==> config.mk <==
export PLATFORM = sky130hd
export DESIGN_NAME = mul_share_ctrl
export DESIGN_NICKNAME = d
export VERILOG_FILES = /design/src/rtl/mul_share_pkg.sv /design/src/rtl/rr_arbiter.sv /design/src/rtl/mul_share_ctrl.sv
export SDC_FILE = /design/constraint.sdc
export NUM_CORES = 1
export LEC_CHECK = 0
export CORE_ASPECT_RATIO = 0.9
export CORE_MARGIN = 5
export CORE_UTILIZATION = 47
export DETAILED_ROUTE_END_ITERATION = 12
export PLACE_DENSITY = 0.85
export REMOVE_ABC_BUFFERS = 1
export SLEW_MARGIN = 20
export SYNTH_ARGS = -nofsm -noshare
export SYNTH_HDL_FRONTEND = slang
export SYNTH_SLANG_ARGS = --single-unit
==> constraint.sdc <==
create_clock -name clk -period 6.6 [get_ports clk]
set_clock_uncertainty 0.2 [all_clocks]
set_input_delay 1.32 -clock clk [delete_from_list [all_inputs] [get_ports clk]]
set_output_delay 1.32 -clock clk [all_outputs]
set_load 0.1 [all_outputs]
==> src/rtl/mul_share_pkg.sv <==
// Shared types and helpers for the time-shared multiplier controller.
// The controller and its arbiter both import this package.
package mul_share_pkg;

  typedef enum logic [1:0] {
    IDLE = 2'd0,
    CALC = 2'd1,
    RESP = 2'd2
  } state_e;

  localparam int CNT_W = 16;

  function automatic int prod_w(input int width);
    return 2 * width;
  endfunction

endpackage

==> src/rtl/rr_arbiter.sv <==
// Combinational round-robin arbiter.
// It grants the first asserted request found when searching upward from ptr, wrapping modulo NREQ.
module rr_arbiter #(
  parameter int NREQ = 4,
  parameter int IDW  = $clog2(NREQ)
) (
  input  logic [NREQ-1:0] req,
  input  logic [IDW-1:0]  ptr,
  output logic [NREQ-1:0] grant,
  output logic [IDW-1:0]  gidx,
  output logic            any
);

  logic [IDW-1:0] idx_s;

  always_comb begin
    grant = '0;
    gidx  = '0;
    any   = 1'b0;
    idx_s = '0;
    for (int k = 0; k < NREQ; k++) begin
      idx_s = IDW'((int'(ptr) + k) % NREQ);
      if (!any && req[idx_s]) begin
        grant[idx_s] = 1'b1;
        gidx         = idx_s;
        any          = 1'b1;
      end else begin
        any = any;
      end
    end
  end

endmodule

==> src/rtl/mul_share_ctrl.sv <==
// Shares one external combinational multiplier among NREQ requesters using round-robin grants.
// Only one operation is in flight at a time, and the product is returned to the requester that issued it.
module mul_share_ctrl
  import mul_share_pkg::*;
#(
  parameter int NREQ  = 4,
  parameter int WIDTH = 6
) (
  input  logic                          clk,
  input  logic                          rst_n,
  input  logic [NREQ-1:0]               req_valid,
  output logic [NREQ-1:0]               req_ready,
  input  logic [NREQ-1:0][WIDTH-1:0]    req_a,
  input  logic [NREQ-1:0][WIDTH-1:0]    req_b,
  output logic [NREQ-1:0]               resp_valid,
  input  logic [NREQ-1:0]               resp_ready,
  output logic [prod_w(WIDTH)-1:0]      resp_prod,
  output logic [WIDTH-1:0]              mul_in1,
  output logic [WIDTH-1:0]              mul_in2,
  input  logic [prod_w(WIDTH)-2:0]      mul_out,
  input  logic                          mul_ovf,
  output logic                          busy,
  output logic [CNT_W-1:0]              op_count
);

  localparam int IDW = $clog2(NREQ);
  localparam int PW  = prod_w(WIDTH);

  state_e              state_q;
  logic [IDW-1:0]      rr_ptr_q;
  logic [IDW-1:0]      gid_q;
  logic [WIDTH-1:0]    op_a_q;
  logic [WIDTH-1:0]    op_b_q;
  logic [PW-1:0]       prod_q;
  logic [NREQ-1:0]     resp_valid_q;
  logic                busy_q;
  logic [CNT_W-1:0]    op_count_q;

  logic [NREQ-1:0]     arb_grant_s;
  logic [IDW-1:0]      arb_gidx_s;
  logic                arb_any_s;
  logic [CNT_W-1:0]    op_count_d;
  logic [IDW-1:0]      rr_ptr_d;
  logic [NREQ-1:0]     gid_onehot_s;

  rr_arbiter #(
    .NREQ (NREQ),
    .IDW  (IDW)
  ) u_arb (
    .req   (req_valid),
    .ptr   (rr_ptr_q),
    .grant (arb_grant_s),
    .gidx  (arb_gidx_s),
    .any   (arb_any_s)
  );

  // Next-state values applied when a response is consumed.
  always_comb begin
    op_count_d   = op_count_q;
    rr_ptr_d     = rr_ptr_q;
    gid_onehot_s = NREQ'(1) << gid_q;
    if (op_count_q == {CNT_W{1'b1}}) begin
      op_count_d = op_count_q;
    end else begin
      op_count_d = op_count_q + CNT_W'(1);
    end
    if (gid_q == IDW'(NREQ - 1)) begin
      rr_ptr_d = '0;
    end else begin
      rr_ptr_d = gid_q + IDW'(1);
    end
  end

  // Handshake acceptance is just "any grant", because the arbiter only grants valid requesters.
  always_ff @(posedge clk or negedge rst_n) begin
    if (!rst_n) begin
      state_q      <= IDLE;
      rr_ptr_q     <= '0;
      gid_q        <= '0;
      op_a_q       <= '0;
      op_b_q       <= '0;
      prod_q       <= '0;
      resp_valid_q <= '0;
      busy_q       <= 1'b0;
      op_count_q   <= '0;
    end else begin
      case (state_q)
        IDLE: begin
          if (arb_any_s) begin
            op_a_q  <= req_a[arb_gidx_s];
            op_b_q  <= req_b[arb_gidx_s];
            gid_q   <= arb_gidx_s;
            busy_q  <= 1'b1;
            state_q <= CALC;
          end else begin
            state_q <= IDLE;
          end
        end
        CALC: begin
          prod_q       <= {mul_ovf, mul_out};
          resp_valid_q <= gid_onehot_s;
          state_q      <= RESP;
        end
        RESP: begin
          if (resp_ready[gid_q]) begin
            op_a_q       <= '0;
            op_b_q       <= '0;
            prod_q       <= '0;
            resp_valid_q <= '0;
            busy_q       <= 1'b0;
            rr_ptr_q     <= rr_ptr_d;
            op_count_q   <= op_count_d;
            state_q      <= IDLE;
          end else begin
            state_q <= RESP;
          end
        end
        default: begin
          op_a_q       <= '0;
          op_b_q       <= '0;
          prod_q       <= '0;
          resp_valid_q <= '0;
          busy_q       <= 1'b0;
          state_q      <= IDLE;
        end
      endcase
    end
  end

  // req_ready is gated by rst_n so that it is zero immediately during an asynchronous reset.
  assign req_ready  = (state_q == IDLE && rst_n) ? arb_grant_s : '0;
  assign resp_valid = resp_valid_q;
  assign resp_prod  = prod_q;
  assign mul_in1    = op_a_q;
  assign mul_in2    = op_b_q;
  assign busy       = busy_q;
  assign op_count   = op_count_q;

endmodule
### After elaboration in Yosys (flattened, before gate mapping)

Index checks and enable logic that the tools add are counted.

* add/sub/neg operators: 5
* magnitude comparators: 10
* eq/ne operators: 6
* shift-type cells: 1
* muxes and demuxes: 51
* bitwise operators: 6
* reduce and logical (&&, ||, !) cells: 17

Operators with widths (number)
* 12-bit case mux with 3 select lines: 1
* 6-bit case mux with 3 select lines: 2
* 6-bit two-way mux: 5
* 6-bit binary-select mux with 2-bit select: 2
* 4-bit two-way mux: 6
* 2-bit by 3-bit < comparator with 1-bit output, second input constant: 6
* 16-bit by 1-bit adder with 16-bit output, second input constant: 1
* 16-bit equality test, second input constant: 1
* 1-bit two-way mux: 16
* 12-bit two-way mux: 1
* 2-bit two-way mux: 6
* 4-bit bitwise OR: 3
* 4-bit case mux with 3 select lines: 1
* 1-bit binary-select mux with 2-bit select: 5
* 1-bit demux with 2-bit select: 4
* 2-bit by 1-bit greater-or-equal comparator with 1-bit output, second input constant: 4
* 1-bit logical AND: 8
* 2-bit case mux with 3 select lines: 1
* 2-bit AND reduction: 3
* 3-bit AND reduction: 2
* 2-bit by 1-bit adder with 2-bit output, second input constant: 2
* 2-bit adder, second input constant: 2
* 2-bit equality test, second input constant: 2
* 2-bit inequality test, second input constant: 2
* 6 further kinds: 10

* flip-flop bits (word level): 51
* bits of input ports: 70
* output and inout port bits: 49
* logic and storage cells: 105

### Logic depth before layout (Yosys ltp)

Gate-level depths: netlist (run 1).

* depth in word-level cells: 16
* mapped depth: 11
* mapped depth without buffers: 8

### Modules after synthesis

From an unflattened synthesis (run 1), not the netlist that was laid out.

* cells, all modules: 235
* area, all modules: 2895.3 sq um

By module, submodules not included
* mul_share_ctrl: instances 1, cells each 190, area an instance 2476.1 sq um
* rr_arbiter: instances 1, cells each 45, area an instance 419.2 sq um

### Least setup slack after synthesis (run 1)

Ideal clock, no wire load.

* kind: input port to output port
* from: input req_valid[0]
* to: output req_ready[0]
* data arrival time: 3.652 ns
* setup slack: 1.428 ns
* stages: 6
* cell sequence: or3b_2 a21oi_1 a31oi_1 o21ai_0 a221oi_1 nor2_1

* cells in the longest elaborated chain, start to end: 13
* elaborated cells on any way between the ends: 25

Ends and longest elaborated chain
* start, declared: RTL line mul_share_ctrl.sv:11 `input logic [NREQ-1:0] req_valid,`
* 1-bit binary-select mux with 2-bit select: RTL line rr_arbiter.sv:23 `if (!any && req[idx_s]) begin`
* 1-bit two-way mux (implied by the code): RTL line rr_arbiter.sv:23
* 1-bit two-way mux: RTL line rr_arbiter.sv:23
* 1-bit logical NOT: RTL line rr_arbiter.sv:23
* 1-bit logical AND: RTL line rr_arbiter.sv:23
* 1-bit two-way mux: RTL line rr_arbiter.sv:23
* 1-bit logical NOT: RTL line rr_arbiter.sv:23
* 1-bit logical AND: RTL line rr_arbiter.sv:23
* 1-bit two-way mux: RTL line rr_arbiter.sv:23
* 1-bit logical NOT: RTL line rr_arbiter.sv:23
* 1-bit logical AND: RTL line rr_arbiter.sv:23
* 4-bit two-way mux *: RTL line rr_arbiter.sv:23
* 4-bit two-way mux *: RTL line mul_share_ctrl.sv:131 `assign req_ready = (state_q == IDLE && rst_n) ? arb_grant_s : '0;`
* end, declared: RTL line mul_share_ctrl.sv:12 `output logic [NREQ-1:0] req_ready,`

Mark *: on every way between the ends. The rest lies on a longest branch, timed or not. The select of a mux whose other input is x is not followed.

### Final worst setup path (run 1)

* from: input req_valid[1]
* to: output req_ready[2]

The elaborated chain is that of the path after synthesis.

==> results of run 1 <==
worst min-delay path by stage:
stage,startpoint,end,slack (ps),cells past startpoint
finish,resp_prod[4],resp_prod[4],310,1
global route,resp_prod[6],resp_prod[6],320,1
CTS,resp_valid[3],resp_valid[3],310,1
detailed placement,resp_prod[9],resp_prod[9],280,1
global placement,busy,busy,260,2
floorplan,state_q[1],state_q[1],380,2
final cells by class:
type | instances | area (sq um)
clock buffers | 7 | 76.32
clock inverters | 1 | 5.005
fillers | 507 | 1894
inverters | 12 | 45.04
multi-input cells | 209 | 1562
flip-flops and latches | 51 | 1276
well taps | 87 | 108.9
repair buffers | 120 | 1181
per-layer routing:
layer,vias to the layer above,track usage (%)
met3,10,5.408
met5,-,0
met1,1283,27.40
li1,1276,-
met4,0,3.675
met2,103,34.30
power by group:
| part | internal [uW] | leakage (uW) | switching, uW |
|---|---|---|---|
| Combinational | 462 | 0.00109 | 1120 |
| Sequential | 421 | 0.000663 | 99.7 |
| Clock | 74.6 | 0.0000422 | 96.3 |
cell usage after synthesis (all sizes together), types with 2 or more instances:
library cell and number:
a21oi 4, and2 2, nor2b 4, buf 8, mux2i 16, xnor2 9
o21ai 8, nand3b 2, mux4 4, and3 2, o21a 6, or2 2
a22o 16, a221oi 4, mux2 2, nand2 31, and4 2, xor2 6
dfrtp 51, a22oi 4, o211ai 13, a31oi 8, nand4 10, nand2b 3
a2111oi 6, ha 12, nand3 3, nor2 22, clkbuf 5, inv 12
cell families after synthesis:
group                    Yosys count
buffers and inverters             25
AND/OR/NAND/NOR                   87
flip-flops                        51
AO/OA/AOI/OAI                     73
multiplexers                      22
adder cells (fa/ha/maj)           12
XOR/XNOR                          15
worst register-to-register path: cells and delay by family, from the launching register on:
kind | cells | cell delay [ps]
DFF | 1 | 800
and+or+nand+nor | 1 | 500
muxes | 2 | 910
buffers and inverters | 1 | 250
AOI/OAI and AO/OA | 2 | 740
adders and majority gates | 1 | 490
flip-flops by register name, indices dropped and copies added (netlist names):
register and cells:
busy 1, resp_valid 4, resp_prod 12, rr_ptr_q 2, mul_in2 6, gid_q 2
op_count 16, state_q 2, mul_in1 6
cells in the final DEF, fill, tap and decap left out, drive strengths merged, types with 3 or more instances in the layout:
cell type / count
dfrtp: 51
xnor2: 9
o211ai: 13
nor2b: 4
nor2: 22
a31oi: 8
mux2i: 16
clkbuf: 7
o21a: 6
o21ai: 8
a22o: 16
a22oi: 4
nand2: 31
clkdlybuf4s50: 113
mux4: 4
nand4: 10
a2111oi: 6
a221oi: 4
nand2b: 3
buf: 7
a21oi: 4
ha: 12
xor2: 6
inv: 12
nand3: 3
through the flow:
| stage | cell area [sq um] | util [%] |
|---|---|---|
| 6_report | 4254 | 69.19 |
| 5_1_grt | 4254 | 69.19 |
| 4_1_cts | 4248 | 69.09 |
| 3_5_place_dp | 4167 | 67.77 |
| 3_3_place_gp | 4167 | 67.77 |
| 2_1_floorplan | 2877 | - |
==> qor.yml, run 1 <==
ys_types: 48
placed_cells: 479
synth-adder-area-share_pct: 5.053
met3_length_um: 615
met2_length_um: 3918
synthFlopType: "dfrtp_1"
viasPerCell: 5.487
synth_edf_count: 0
start_util_pct: 48.33
synth_area_leaders: "dfrtp_1 43%, ha_1 5.1%, mux2i_1 5.1%"
critPathRequiredTime_ps: 5080
cp.depth: 8
worst_pin_slew_ps: 1011
clk_path_buf_depth: 2
cts-root-buf: "clkbuf_8"
synth_xor_area_share_pct: 4.421
timing.critical_path.to: "req_ready[2]"
fp.dieH_um: 85.44
clk-insertion-delay-late_ps: 300
rsz0062_at_grt: "no"
synthSimpleGateAreaFrac_pct: 14.44
power_uw: 2272
grt_overflow: 0
area_delta_synth_final_pct: 43.16
synthMuxAreaShare_pct: 9.600
die_area_sq_um: 8015
rows: 27
ys_ff_latch: 51
synthArstFlopShare_pct: 100.0
ir_worst_vdd_mv: 0.2942
status: "finished clean"
critPathMaxFanout: 8
tns_ps: 0
finalNonFillerCells: 487
syn-mean-instance-area_sq_um: 10.43
cts_tree: "done"
post_cts_buffers: 0
setup_slack_ps: 1457
drv_cap: 0
path_clk_slew_ps: 90
wl_per_cell_um: 16.74
top_layer: "met4"
synth_compound_area_share_pct: 18.82
slew_headroom_pct: 32.37
crit_start: "req_valid[1]"
m1WireLength_um: 3523
regToRegEndpoint: "mul_in2[2]"
ant_nets: 0
crit_chain: "clkdlybuf4s50_1, or3b_2, a21oi_1, a31oi_1, o21ai_0, a221oi_1, nor2_1, buf_4"
max_freq_mhz: 194.4
die_x_um: 93.82
setup_viol: 0
path_buf_inv: 2
reg2reg_depth: 7
core_area_sq_um: 6148
io_pins: 119
grt_antenna_before_repair: 0
antennaDiodeCount: 0
synth_top_area_cell: "dfrtp_1"
pre_cts_slack_ps: 1468
numPortBuffers: 118
ys.warnings.count: 0
drc: 0
layout-drive-gt1-share_pct: 7.000
leakage_uw: 0.001797
end_kind: "output pin"
netlist_area_sq_um: 2972
period_share_pct: 77.93
track_usage_pct: 20.63
h-tree-depth: 2
slowest_delay_ps: 590
slew_viol_final: 0
ys_seq_area_share_pct: 42.95
grt_first_pass_wirelength_um: 13390
syn_inst: 285
report.final.hold_viol_count: 0
grt_max_degree: 53
synth_top_family_by_area: "compound AO/OA/AOI/OAI gates"
grt_pass1_vias: 2744
ctsResizeCount: 0
rrSetupSlack_ps: 2570
vias: 2672
place.gp.congestion: 0.7677
cts_hold_buf: 0
crit_path_start_kind: "primary input"
routed_wl_um: 8153
timing.rr.start: "rr_ptr_q[0]"
layout_min_cycle_time_ps: 5143
hold_class: "flip-flop to flip-flop"
p_per_area_nw_per_um2: 534.1
netlist.area_leader.share_pct: 42.95
clock_sinks: 51
nets: 481
whs_ps: 305.2
cts_buffers: 5
critPathArrivalTime_ps: 3620
critPathKind: "primary input to output pin"
first_iter_violations: 62
cpLargestDelayFamily: "buffers and inverters"
dpl.hpwl_um: 6199
first_pass_iters: 4
crit_slowest_cell: "clkdlybuf4s50_1"
Note: power is estimated with default switching activity, not from simulation.
==> inputs of run 2 (changes only) <==
Settings changed: CORE_UTILIZATION 47 to 44, PLACE_DENSITY 0.85 to 0.8.
Clock period 6.6 ns to 5.26 ns, I/O delays scaled along.
==> run 2 against run 1 <==
Effect of this change:
- hold slack lost 9.4 ps
- critical path depth up 1
- clock power grew 54%
- via count rose by 0.15%
- utilization shrank 3.4 points
- non-clock buffer count unchanged
- sequential cell count unchanged
- first-iteration DRC count rose by 120%
- final cell count up 0.41%
- largest power group unchanged
==> qor.yml, run 2 (synthesis gave the netlist of run 1 again) <==
status: "finished clean"
cts_buffers: 5
h-tree-depth: 2
grt_antenna_before_repair: 0
clk_path_buf_depth: 2
setup_viol: 0
crit_path_start_kind: "flip-flop"
end_kind: "output pin"
wl_per_cell_um: 17.29
path_buf_inv: 2
io_pins: 119
drv_cap: 0
whs_ps: 295.8
p_per_area_nw_per_um2: 677.1
routed_wl_um: 8453
layout_min_cycle_time_ps: 4630
grt_max_degree: 52
dpl.hpwl_um: 6464
grt_first_pass_wirelength_um: 13800
final_cell_mix: "113 x clkdlybuf4s50_1, 51 x dfrtp_1, 31 x nand2_1"
placed_cells: 482
numPortBuffers: 118
area_delta_synth_final_pct: 45.81
critPathRequiredTime_ps: 4010
fp.dieH_um: 87.97
fillerInstances: 560
critPathMaxFanout: 17
clk-insertion-delay-late_ps: 300
grt_pass1_vias: 2751
hold_class: "flip-flop to flip-flop"
critPathArrivalTime_ps: 3380
antennaDiodeCount: 0
placement.cell_area_sq_um: 4220
tns_ps: 0
viasPerCell: 5.472
hold_depth: 2
worst_pin_slew_ps: 1008
reg2reg_depth: 7
grt_overflow: 0
nets: 481
first_iter_violations: 136
cts_tree: "done"
max_freq_mhz: 216.0
vias: 2676
path_clk_slew_ps: 100
finalNonFillerCells: 489
ant_nets: 0
drc: 0
cpLargestDelayFamily: "flip-flops"
ctsResizeCount: 0
slowest_delay_ps: 810
post_cts_buffers: 0
layout-drive-gt1-share_pct: 7.268
crit_slowest_cell: "dfrtp_1"
cts-root-buf: "clkbuf_8"
period_share_pct: 88.01
rows: 28
first_pass_iters: 4
cts_hold_buf: 0
track_usage_pct: 19.92
slew_headroom_pct: 32.60
start_util_pct: 45.12
crit_chain: "inv_1, ha_1, mux4_2, nor2b_4, a22oi_1, nor2_1, a221oi_1, nor2_1, buf_12"
layout_commonest_cell: "clkdlybuf4s50_1"
power_uw: 2934
cp.depth: 9
design_area_sq_um: 4333
core_area_sq_um: 6586
rsz0062_at_grt: "no"
slew_viol_final: 0
place.gp.congestion: 0.7829
die_x_um: 96.63
leakage_uw: 0.001816
report.final.hold_viol_count: 0
ir_worst_vdd_mv: 0.3858
critPathKind: "flip-flop to output pin"
path_common_cell: "nor2_1"
largest_reg_flops: 16
clock_sinks: 51
die_area_sq_um: 8500
## run 2: changes by cell type in the layout (fill, tap and decap cells not counted), sizes merged
| cell | delta |
|---|---|
| clkbuf | -2 |
| bufinv | +1 |
| clkinv | -1 |
| clkinvlp | +1 |
## run 2: final timing paths
check	start	to	slack, ps
max in group asynchronous	rst_n	mul_in1[2]	3740
min in group asynchronous	rst_n	resp_prod[7]	680
max	rr_ptr_q[0]	req_ready[3]	630
min reg2reg	busy	busy	300
min	busy	busy	300
max reg2reg	rr_ptr_q[0]	mul_in2[1]	1320
## run 2: final cells by class
type / instances / area, sq um / share of cell area, %
flip-flops and latches: 51 / 1276 / 29.45
multi-input cells: 209 / 1562 / 36.04
inverters: 12 / 45.04 / 1.040
clock inverters: 2 / 37.54 / 0.8663
repair buffers: 120 / 1231 / 28.41
well taps: 90 / 112.6 / 2.599
clock buffers: 5 / 68.82 / 1.588
## run 2: metal layers
layer | up-vias | global-route usage (%) | share of wire [%]
met5 | - | 0 | 0
met4 | 0 | 3.316 | 0.53
met3 | 6 | 6.051 | 7.1
met2 | 102 | 33.15 | 47
met1 | 1292 | 26.43 | 45
li1 | 1276 | - | -
## run 2: worst min-delay path: stages (launching register included)
cell     delay, ps
dfrtp_1        360
nand2_1         50
nand2_1         50
## run 2: through the flow
| step | utilization (%) | setup slack [ps] |
|---|---|---|
| 2_1_floorplan | - | 364.3 |
| 3_3_place_gp | 64.08 | 763.6 |
| 3_5_place_dp | 64.08 | 674.6 |
| 4_1_cts | 65.69 | 610.7 |
| 5_1_grt | 65.79 | 349.0 |
| 6_report | 65.79 | 630.5 |
## run 2: power by group
group	total [uW]	internal (uW)	switching, uW	leakage, uW
registers	655	528	127	0.000663
clock network	263	139	124	0.0000502
logic	2020	598	1420	0.00110
total	2930	1260	1670	0.00182
